===== src/rtl/muldiv_unit_if.sv =====
`default_nettype none
// ============================================================================
// Module   : muldiv_unit_if
// Purpose  : Execute-stage <-> multiply/divide unit handshake bundle.
//            The execute stage (master) presents the op and operands and
//            watches stall/done. The unit (slave) returns the result.
// Revision : 1.0  initial release
// ============================================================================
interface muldiv_unit_if #(
  parameter int XLEN = 64
);
  logic            flushall;
  logic            valid;
  logic [2:0]      funct3;
  logic            word;
  logic [XLEN-1:0] a;
  logic [XLEN-1:0] b;
  logic [XLEN-1:0] result;
  logic            done;
  logic            stall;

  modport master (
    output flushall, valid, funct3, word, a, b,
    input  result, done, stall
  );

  modport slave (
    input  flushall, valid, funct3, word, a, b,
    output result, done, stall
  );
endinterface
`default_nettype wire


===== src/rtl/muldiv_unit.sv =====
`default_nettype none
// ============================================================================
// Module   : muldiv_unit
// Purpose  : Iterative RV64M multiply/divide unit. Radix-2 shift-add
//            multiply and restoring divide, one bit per cycle. Divide by
//            zero and signed overflow finish without iterating.
// Revision : 1.0  initial release
// ============================================================================
module muldiv_unit #(
  parameter int XLEN = 64
) (
  input  logic         clk,
  input  logic         reset,
  muldiv_unit_if.slave io_md
);

  localparam logic [6:0] c_cnt_dword = 7'd64;
  localparam logic [6:0] c_cnt_word  = 7'd32;

  typedef enum logic [1:0] {
    S_IDLE = 2'd0,
    S_BUSY = 2'd1,
    S_DONE = 2'd2
  } state_t;

  state_t r_state;
  state_t w_state_nxt;

  // Latched operation and iteration state
  logic [2:0]        r_funct3;
  logic              r_word;
  logic [6:0]        r_cnt;
  logic [2*XLEN-1:0] r_prod;
  logic [XLEN-1:0]   r_mcand;
  logic [XLEN-1:0]   r_quo;
  logic [XLEN-1:0]   r_rem;
  logic [XLEN-1:0]   r_dvsr;
  logic              r_neg;
  logic              r_neg_r;
  logic [XLEN-1:0]   r_result;

  // Accept-side decode
  logic              w_is_div;
  logic              w_div_signed;
  logic              w_a_signed;
  logic              w_b_signed;
  logic              w_a_neg;
  logic              w_b_neg;
  logic [XLEN-1:0]   w_a_sx;
  logic [XLEN-1:0]   w_b_sx;
  logic [XLEN-1:0]   w_a_zx;
  logic [XLEN-1:0]   w_b_zx;
  logic [XLEN-1:0]   w_opa;
  logic [XLEN-1:0]   w_opb;
  logic [XLEN-1:0]   w_abs_a;
  logic [XLEN-1:0]   w_abs_b;
  logic [XLEN-1:0]   w_dvd_res;
  logic              w_div0;
  logic              w_ovf;
  logic              w_special;
  logic [XLEN-1:0]   w_special_res;

  // Iteration and result formation
  logic [XLEN:0]     w_acc;
  logic [2*XLEN-1:0] w_prod_nxt;
  logic [2*XLEN-1:0] w_pfix;
  logic [XLEN:0]     w_shift;
  logic              w_qbit;
  logic [XLEN-1:0]   w_rem_nxt;
  logic [XLEN-1:0]   w_quo_nxt;
  logic [XLEN-1:0]   w_q_raw;
  logic [XLEN-1:0]   w_q;
  logic [XLEN-1:0]   w_r;
  logic [XLEN-1:0]   w_div_res;
  logic [XLEN-1:0]   w_mul_lo32;
  logic [XLEN-1:0]   w_final;
  logic              w_done;

  // Decode the incoming op: operand extension, magnitudes, special cases
  always_comb begin
    w_is_div     = io_md.funct3[2];
    w_div_signed = w_is_div & ~io_md.funct3[0];
    w_a_sx       = {{(XLEN-32){io_md.a[31]}}, io_md.a[31:0]};
    w_b_sx       = {{(XLEN-32){io_md.b[31]}}, io_md.b[31:0]};
    w_a_zx       = {{(XLEN-32){1'b0}}, io_md.a[31:0]};
    w_b_zx       = {{(XLEN-32){1'b0}}, io_md.b[31:0]};
    // mulw only needs the low product bits, so zero-extension is enough
    w_opa        = io_md.word ? (w_div_signed ? w_a_sx : w_a_zx) : io_md.a;
    w_opb        = io_md.word ? (w_div_signed ? w_b_sx : w_b_zx) : io_md.b;
    w_a_signed   = w_is_div ? w_div_signed
                            : (io_md.funct3 == 3'b001 || io_md.funct3 == 3'b010);
    w_b_signed   = w_is_div ? w_div_signed : (io_md.funct3 == 3'b001);
    w_a_neg      = w_a_signed & w_opa[XLEN-1];
    w_b_neg      = w_b_signed & w_opb[XLEN-1];
    w_abs_a      = w_a_neg ? -w_opa : w_opa;
    w_abs_b      = w_b_neg ? -w_opb : w_opb;
    // Dividend as it must appear in a result (W results sign-extend bit 31)
    w_dvd_res    = io_md.word ? w_a_sx : io_md.a;
    w_div0       = w_is_div & (io_md.word ? (io_md.b[31:0] == 32'd0)
                                          : (io_md.b == '0));
    w_ovf        = w_div_signed &
                   (io_md.word ? (io_md.a[31:0] == 32'h8000_0000 &&
                                  io_md.b[31:0] == 32'hFFFF_FFFF)
                               : (io_md.a == {1'b1, {(XLEN-1){1'b0}}} &&
                                  io_md.b == '1));
    w_special    = w_div0 | w_ovf;
    if (w_div0) begin
      w_special_res = io_md.funct3[1] ? w_dvd_res : '1;
    end else begin
      w_special_res = io_md.funct3[1] ? '0 : w_dvd_res;
    end
  end

  // One multiply / divide step plus the result that step would finish with
  always_comb begin
    w_acc      = r_prod[0] ? ({1'b0, r_prod[2*XLEN-1:XLEN]} + {1'b0, r_mcand})
                           : {1'b0, r_prod[2*XLEN-1:XLEN]};
    w_prod_nxt = {w_acc, r_prod[XLEN-1:1]};
    w_pfix     = r_neg ? -w_prod_nxt : w_prod_nxt;
    // After 32 steps the 32x32 product sits at [95:32]; its low word is [63:32]
    w_mul_lo32 = {{(XLEN-32){w_prod_nxt[63]}}, w_prod_nxt[63:32]};

    w_shift    = {r_rem, r_quo[XLEN-1]};
    w_qbit     = (w_shift >= {1'b0, r_dvsr});
    w_rem_nxt  = w_qbit ? XLEN'(w_shift - {1'b0, r_dvsr}) : w_shift[XLEN-1:0];
    w_quo_nxt  = {r_quo[XLEN-2:0], w_qbit};
    w_q_raw    = r_word ? {{(XLEN-32){1'b0}}, w_quo_nxt[31:0]} : w_quo_nxt;
    w_q        = r_neg ? -w_q_raw : w_q_raw;
    w_r        = r_neg_r ? -w_rem_nxt : w_rem_nxt;
    w_div_res  = r_funct3[1] ? w_r : w_q;

    if (r_funct3[2]) begin
      w_final = r_word ? {{(XLEN-32){w_div_res[31]}}, w_div_res[31:0]} : w_div_res;
    end else if (r_funct3[1:0] == 2'b00) begin
      w_final = r_word ? w_mul_lo32 : w_pfix[XLEN-1:0];
    end else begin
      w_final = w_pfix[2*XLEN-1:XLEN];
    end
  end

  // State register
  always_ff @(posedge clk) begin
    if (reset) begin
      r_state <= S_IDLE;
    end else begin
      r_state <= w_state_nxt;
    end
  end

  // Next-state logic; flush overrides every other transition
  always_comb begin
    w_state_nxt = r_state;
    case (r_state)
      S_IDLE: begin
        if (io_md.valid) begin
          w_state_nxt = w_special ? S_DONE : S_BUSY;
        end
      end
      S_BUSY: begin
        if (!io_md.valid) begin
          w_state_nxt = S_IDLE;
        end else if (r_cnt == 7'd1) begin
          w_state_nxt = S_DONE;
        end
      end
      S_DONE:  w_state_nxt = S_IDLE;
      default: w_state_nxt = S_IDLE;
    endcase
    if (io_md.flushall) begin
      w_state_nxt = S_IDLE;
    end
  end

  // Datapath: latch operands on accept, iterate while busy, capture result
  always_ff @(posedge clk) begin
    if (reset || io_md.flushall) begin
      r_funct3 <= '0;
      r_word   <= 1'b0;
      r_cnt    <= '0;
      r_prod   <= '0;
      r_mcand  <= '0;
      r_quo    <= '0;
      r_rem    <= '0;
      r_dvsr   <= '0;
      r_neg    <= 1'b0;
      r_neg_r  <= 1'b0;
      r_result <= '0;
    end else begin
      case (r_state)
        S_IDLE: begin
          if (io_md.valid) begin
            r_funct3 <= io_md.funct3;
            r_word   <= io_md.word;
            r_cnt    <= io_md.word ? c_cnt_word : c_cnt_dword;
            r_mcand  <= w_abs_a;
            r_prod   <= {{XLEN{1'b0}}, w_abs_b};
            r_dvsr   <= w_abs_b;
            // W dividends are pre-aligned so 32 steps consume all their bits
            r_quo    <= io_md.word ? {w_abs_a[31:0], {(XLEN-32){1'b0}}} : w_abs_a;
            r_rem    <= '0;
            r_neg    <= w_a_neg ^ w_b_neg;
            r_neg_r  <= w_a_neg;
            if (w_special) begin
              r_result <= w_special_res;
            end
          end
        end
        S_BUSY: begin
          if (io_md.valid) begin
            r_cnt <= r_cnt - 7'd1;
            if (r_funct3[2]) begin
              r_quo <= w_quo_nxt;
              r_rem <= w_rem_nxt;
            end else begin
              r_prod <= w_prod_nxt;
            end
            if (r_cnt == 7'd1) begin
              r_result <= w_final;
            end
          end
        end
        default: begin
        end
      endcase
    end
  end

  assign w_done       = (r_state == S_DONE);
  assign io_md.done   = w_done;
  assign io_md.result = r_result;
  assign io_md.stall  = io_md.valid & ~w_done;

endmodule
`default_nettype wire


===== src/flat_wrapper.sv =====
// flat-port wrapper written by rule: the top's interface ports become plain ports
module muldiv_unit_flat 
#(
  parameter int XLEN = 64
)
  (clk, reset, io_md_flushall, io_md_valid, io_md_funct3, io_md_word, io_md_a, io_md_b, io_md_result, io_md_done, io_md_stall);
  muldiv_unit_if #(.XLEN(XLEN)) io_md_i ();
  input  logic clk;
  input  logic reset;
  input wire logic [$bits(io_md_i.flushall)-1:0] io_md_flushall;
  input wire logic [$bits(io_md_i.valid)-1:0] io_md_valid;
  input wire logic [$bits(io_md_i.funct3)-1:0] io_md_funct3;
  input wire logic [$bits(io_md_i.word)-1:0] io_md_word;
  input wire logic [$bits(io_md_i.a)-1:0] io_md_a;
  input wire logic [$bits(io_md_i.b)-1:0] io_md_b;
  output wire logic [$bits(io_md_i.result)-1:0] io_md_result;
  output wire logic [$bits(io_md_i.done)-1:0] io_md_done;
  output wire logic [$bits(io_md_i.stall)-1:0] io_md_stall;
  assign io_md_i.flushall = io_md_flushall;
  assign io_md_i.valid = io_md_valid;
  assign io_md_i.funct3 = io_md_funct3;
  assign io_md_i.word = io_md_word;
  assign io_md_i.a = io_md_a;
  assign io_md_i.b = io_md_b;
  assign io_md_result = io_md_i.result;
  assign io_md_done = io_md_i.done;
  assign io_md_stall = io_md_i.stall;
  muldiv_unit #(.XLEN(XLEN)) u_core (.clk(clk), .reset(reset), .io_md(io_md_i));
endmodule

===== config.mk =====
export PLATFORM = sky130hd
export DESIGN_NAME = muldiv_unit_flat
export DESIGN_NICKNAME = d
export VERILOG_FILES = /design/src/rtl/muldiv_unit_if.sv /design/src/rtl/muldiv_unit.sv /design/src/flat_wrapper.sv
export SDC_FILE = /design/constraint.sdc
export NUM_CORES = 2
export LEC_CHECK = 0
export CORE_MARGIN = 2
export CORE_UTILIZATION = 30
export DETAILED_ROUTE_END_ITERATION = 7
export PLACE_DENSITY = 0.45
export SETUP_SLACK_MARGIN = 0.15
export SLEW_MARGIN = 10
export SYNTH_ARGS = -nofsm -noshare
export SYNTH_HDL_FRONTEND = slang
export SYNTH_SLANG_ARGS = --single-unit

===== constraint.sdc =====
create_clock -name clk -period 6.9 [get_ports clk]
set_input_delay 0.69 -clock clk [delete_from_list [all_inputs] [get_ports clk]]
set_output_delay 0.69 -clock clk [all_outputs]
set_load 0.02 [all_outputs]

======== Word level (Yosys, flattened, before mapping) ========
Index checks and enable logic that the tools add are counted.
cells by class
  $add $sub $neg .......................... 8
  magnitude comparators ................... 1
  equal/unequal tests ..................... 16
  mux-type cells .......................... 52
  bitwise gates (word level) .............. 10
  reduce and logical (&&, ||, !) cells .... 16
operator list
  cell                                                                     number
  64-bit two-way mux                                                       30
  128-bit two-way mux                                                      4
  64-bit one-hot mux with 2 select lines                                   3
  64-bit negator                                                           4
  128-bit one-hot mux with 2 select lines                                  1
  64-bit equality test, second input constant                              2
  128-bit negator                                                          1
  64-bit by 64-bit adder with 65-bit output                                1
  65-bit by 64-bit >= comparator with 1-bit output                         1
  65-bit two-way mux                                                       1
  32-bit equality test, second input constant                              2
  64-bit logical NOT                                                       1
  64-bit subtractor                                                        1
  32-bit logical NOT                                                       1
  7-bit two-way mux                                                        3
  7-bit one-hot mux with 2 select lines                                    1
  2-bit two-way mux                                                        4
  4-bit AND reduction                                                      2
  7-bit by 1-bit equality test with 1-bit output, second input constant    1
  7-bit by 1-bit subtractor with 7-bit output, second input constant       1
  1-bit AND                                                                6
  2-bit by 1-bit inequality test with 1-bit output, second input constant  3
  2-bit inequality test, second input constant                             3
  5-bit AND reduction                                                      1
  17 further kinds                                                         25
word-level totals
  register bits after elaboration ......... 463
  bits of input ports ..................... 136
  output and inout bits ................... 66
  word-level logic and storage cells ...... 115

======== Depth between registers and ports, before layout ========
  depth in word-level cells ............... 10
  depth in mapped cells ................... 27
  mapped depth without buffers ............ 20

======== Worst setup path before layout ========
No wires, ideal clock.
  path kind ............................... register to register
  from .................................... register u_core.r_dvsr[56]
  to ...................................... register u_core.r_result[58], in the netlist u_core.io_md.result[58]
  library setup time ...................... 0.119 ns
  arrival time ............................ 5.503 ns
  required time ........................... 6.781 ns
  path slack .............................. 1.278 ns
  cell stages (with the launch flop) ...... 26
  path buffers ............................ 5
  clock period less this slack ............ 5.622 ns
  path through ............................ dfxtp_1 inv_1 ha_1 clkbuf_1 a21oi_2 o21ai_0 a221oi_1 a21oi_1 nor3_1 nand2_2 inv_1 buf_2 clkbuf_1 clkbuf_1 clkbuf_1 ha_1 nand2_1 nor2_1 nand3_1 or2_2 or3_1 o21ai_0 xnor2_1 a2bb2oi_1 o211ai_1 o221a_1
between the ends
  longest elaborated chain between the ends .. 10
  elaborated cells on any way between the ends .. 14
  those cells by class .................... add/sub (3); order compare (1); mux (10)
ends and longest elaborated chain
  element                                                                                RTL line                                text
  start: declaration                                                                     muldiv_unit.sv:37                       logic [XLEN-1:0] r_dvsr;
  start signal: assignment                                                               muldiv_unit.sv:197                      r_dvsr <= w_abs_b;
  64-bit subtractor or 65-bit by 64-bit >= comparator with 1-bit output (tied branches)  muldiv_unit.sv:125, muldiv_unit.sv:124
  64-bit two-way mux (on tied branches)                                                  muldiv_unit.sv:125, muldiv_unit.sv:127
  64-bit negator (on tied branches)                                                      muldiv_unit.sv:129, muldiv_unit.sv:128
  64-bit two-way mux (on tied branches)                                                  muldiv_unit.sv:129, muldiv_unit.sv:128
  64-bit two-way mux *                                                                   muldiv_unit.sv:130                      w_div_res = r_funct3[1] ? w_r : w_q;
  64-bit two-way mux *                                                                   muldiv_unit.sv:133                      w_final = r_word ? {{(XLEN-32){w_div_res[31]}}, w_div_res[31:0]} : w_div_res;
  64-bit two-way mux *                                                                   muldiv_unit.sv:132                      if (r_funct3[2]) begin
  64-bit two-way mux *                                                                   muldiv_unit.sv:217                      if (r_cnt == 7'd1) begin
  64-bit two-way mux *                                                                   muldiv_unit.sv:209                      if (io_md.valid) begin
  64-bit one-hot mux with 2 select lines *                                               muldiv_unit.sv:189                      case (r_state)
  end signal: assignment                                                                 muldiv_unit.sv:204                      r_result <= w_special_res;
  end signal: assignment                                                                 muldiv_unit.sv:218                      r_result <= w_final;
  end: declaration                                                                       muldiv_unit.sv:40                       logic [XLEN-1:0] r_result;
Mark *: on every way between the ends. The rest lies on a longest branch, timed or not. The select of a mux whose other input is x is not followed.
A chain may end at the register's enable or synchronous reset.

======== Final worst setup path ========
  from .................................... register u_core.r_rem[5]
  to ...................................... register u_core.r_result[58], in the netlist u_core.io_md.result[58]
between the ends
  longest elaborated chain between the ends .. 10
  elaborated cells on any way between the ends .. 14
  those cells by class .................... add/sub (3); order compare (1); mux (10)
ends and longest elaborated chain
  element                                                                                RTL line                                text
  start: declaration                                                                     muldiv_unit.sv:36                       logic [XLEN-1:0] r_rem;
  start signal: assignment                                                               muldiv_unit.sv:213                      r_rem <= w_rem_nxt;
  64-bit subtractor or 65-bit by 64-bit >= comparator with 1-bit output (tied branches)  muldiv_unit.sv:125, muldiv_unit.sv:124
  64-bit two-way mux (on tied branches)                                                  muldiv_unit.sv:125, muldiv_unit.sv:127
  64-bit negator (on tied branches)                                                      muldiv_unit.sv:129, muldiv_unit.sv:128
  64-bit two-way mux (on tied branches)                                                  muldiv_unit.sv:129, muldiv_unit.sv:128
  64-bit two-way mux *                                                                   muldiv_unit.sv:130
  64-bit two-way mux *                                                                   muldiv_unit.sv:133
  64-bit two-way mux *                                                                   muldiv_unit.sv:132
  64-bit two-way mux *                                                                   muldiv_unit.sv:217
  64-bit two-way mux *                                                                   muldiv_unit.sv:209
  64-bit one-hot mux with 2 select lines *                                               muldiv_unit.sv:189
Marks and branches as above.

==> flow_summary.toml <==
[synth]
ys_seq_area_frac = 0.216
synthArstFlopShare = 0
yosysWarnings = 0
synth_area_leaders = "dfxtp_1, nor2_1, a21oi_1"
syn_nets = 6548
netlist_area_um2 = 43000
synth_top_area_share = 0.216
syn_area_per_cell_um2 = 6.85
synth_edf_count = 0
syn_inst = 6274
ys.flop_type = "dfxtp_1"
yosysTopAreaCell = "dfxtp_1"
synthDistinctLibCells = 103
synth_seq_cells = 463

[place]
place_congestion = 0.999
post_dp_cell_area_um2 = 46800
numPortBuffers = 201
dp.final_hpwl_um = 187000

[routing]
via_per_inst = 6.15
drtAntennaViolNets = 0
dr.pass1.iters = 8
drc = 17
first_iter_violations = 6674
avgRoutedWirePerCell_um = 29.0
vias = 50171
totalWireLength_um = 237000

[critical_path]
start_kind = "register"
cp-end-kind = "register"
reg2reg_depth = 20
worstPathRequired_ps = 7440
cp-endpoint = "u_core.io_md.result[58]"
critical_path_class = "reg2reg"
cp_max_fo = 14
r2r_slack_ps = 650
rr_startpoint = "u_core.r_rem[5]"
crit_arrival_ps = 6800
regToRegEndpoint = "u_core.io_md.result[58]"
worstSetupStartpoint = "u_core.r_rem[5]"

[clocking]
clk_latency_ps = 680
clock-root-buffer = "clkbuf_16"
cts_buffer_depth = 3
numCtsBuffers = 66
clock_sinks = 463
clk_pin_slew_ps = 60
tritoncts = "yes"
h-tree-depth = 3

[sta]
period_needed_ps = 6250
setup_viol = 0
rsz0062_at_grt = "no"
skew_ps = 33.5
fin_crit_sh = 0.907
slew_viol_final = 0
setup-tns-final_ps = 0
worst_slew_margin_rel = 0.0660
hold_viol = 0
worst_pin_slew_ps = 1390
fmax_mhz = 160

[status]
failed_checks = "design-rule violations"
outcome = "finished with violations"

[global_routing]
grt_antenna_before_repair = 19
gr-usage-all-layers = 0.309
grt_pass1_vias = 45709
grt_overflow = 0
grt_pass1_wl_um = 335000
grt_max_degree = 170

[floorplan]
coreArea_um2 = 142000
die_h_um = 383
die_area_um2 = 146000
die-width_um = 383
initial_core_util = 0.303
io-pin-count = 202
rows = 138

[pwr]
p_per_area_nw_per_um2 = 181
p_leak_nw = 18.0
peakVddDrop_mv = 0.146

[finish]
syn_to_final_growth_pct = 14.3
drive_gt1_frac = 0.0634
filler_cell_count = 15527
regArea_um2 = 9280
final_cell_area_um2 = 49100
final_net_count = 6484
multi_input_area_um2 = 31500
final_common_cell = "nor2_1"
mostFrequentLayoutCells = "nor2_1, nand2_1, a21oi_1"

[worst_hold_path]
hp-class = "reg2reg"

[flow_run]
maxCapViolCount = 0
==> where the power goes <==
part	leakage, nW	switching, mW	internal, mW	total (mW)
Sequential	3.76	0.105	2.74	2.85
Clock	1.13	1.50	2.22	3.72
Combinational	13.1	1.64	0.685	2.33
Total	18.0	3.25	5.65	8.89
==> synthesized netlist by cell type, types with 23 or more instances <==
cell type	instances
nor2_1	925
nand2_1	641
a21oi_1	546
dfxtp_1	463
o21ai_0	454
clkbuf_1	405
a211oi_1	208
nor3_1	200
xnor2_1	196
xor2_1	193
inv_1	138
ha_1	136
nand3_1	123
nand4_1	121
o31ai_1	102
a22oi_1	98
o211ai_1	95
a31oi_1	76
or3_1	76
nor4_1	70
mux2i_1	67
a21o_1	56
o41ai_1	45
or4_1	45
and2_1	42
buf_1	40
o21a_1	40
nor2b_1	37
nand2b_1	34
or2_2	32
and3_1	30
mux2_2	30
maj3_1	29
a222oi_1	28
a311oi_1	26
buf_2	26
a221oi_1	24
o2111ai_1	23
==> timing repair <==
action                     CTS  global route
hold buffers                 0             0
buffers inserted             0             0
resized for setup            0             3
setup endpoints to repair    0             2
==> state kept, by name (all words and copies together) (netlist names), 2 cells and up <==
register	flops
u_core.r_prod	128
u_core.r_mcand	64
u_core.r_cnt	7
u_core.io_md.result	64
u_core.r_funct3	3
u_core.r_dvsr	64
u_core.r_quo	64
u_core.r_rem	64
u_core.r_state	2
==> critical path: stages, from the launching register on <==
cell       delay, ps
dfxtp_1          430
ha_1             360
a21oi_1          420
o21ai_1          210
a21oi_2          370
o21a_1           250
a31o_2           610
nand2_4          210
inv_2            200
buf_4            240
ha_1             300
nand2_1          160
nor2_1           380
nand3_1          190
or2_2            380
or3_1            420
o21ai_0          210
xnor2_1           90
a2bb2oi_1        310
o211ai_1         160
o221a_1          220
==> cells by family after synthesis <==
family                   synth area share
AND/OR/NAND/NOR                     0.267
AO/OA/AOI/OAI                       0.312
buffers and inverters              0.0555
flip-flops                          0.216
XOR/XNOR                           0.0793
adder cells (fa/ha/maj)            0.0473
multiplexers                       0.0235
==> how the worst min path moves through the flow <==
stage | slack [ps] | endpoint | cells past startpoint | from
floorplan | 440 | u_core.r_dvsr[32] | 2 | u_core.r_dvsr[32]
global placement | 440 | u_core.r_funct3[1] | 2 | u_core.r_funct3[1]
detailed placement | 450 | u_core.r_funct3[1] | 2 | u_core.r_funct3[1]
CTS | 460 | u_core.r_funct3[1] | 2 | u_core.r_funct3[1]
global route | 470 | u_core.r_dvsr[44] | 2 | u_core.r_dvsr[44]
finish | 460 | u_core.r_funct3[1] | 2 | u_core.r_funct3[1]
==> routing by layer <==
metal  global-route usage  vias up  part of all wire
li1                     -    22963                 -
met1                0.426    24311              0.43
met2                0.464     2481              0.43
met3               0.0743      390              0.10
met4                0.113       26             0.039
met5              0.00728        -            0.0013
==> cell type report <==
cell class | count | area share
tap | 1890 | 0.0481
multi-input combinational | 5193 | 0.641
clock inverter | 27 | 0.00703
inverter | 142 | 0.0109
antenna | 3 | 0.000153
timing repair buffer | 344 | 0.0639
clock buffer | 93 | 0.0398
sequential | 463 | 0.189
==> stage by stage <==
step,power (mW),setup slack (ps),hold WS (ps),util,instances
floorplan,4.16,1280,436,-,6274
global placement,5.14,794,442,0.329,8030
detailed placement,5.14,750,448,0.330,8032
CTS,8.85,700,456,0.346,8152
global route,9.17,345,470,0.346,8152
finish,8.89,645,457,0.346,8155
Power figures use the tool's default switching activity.
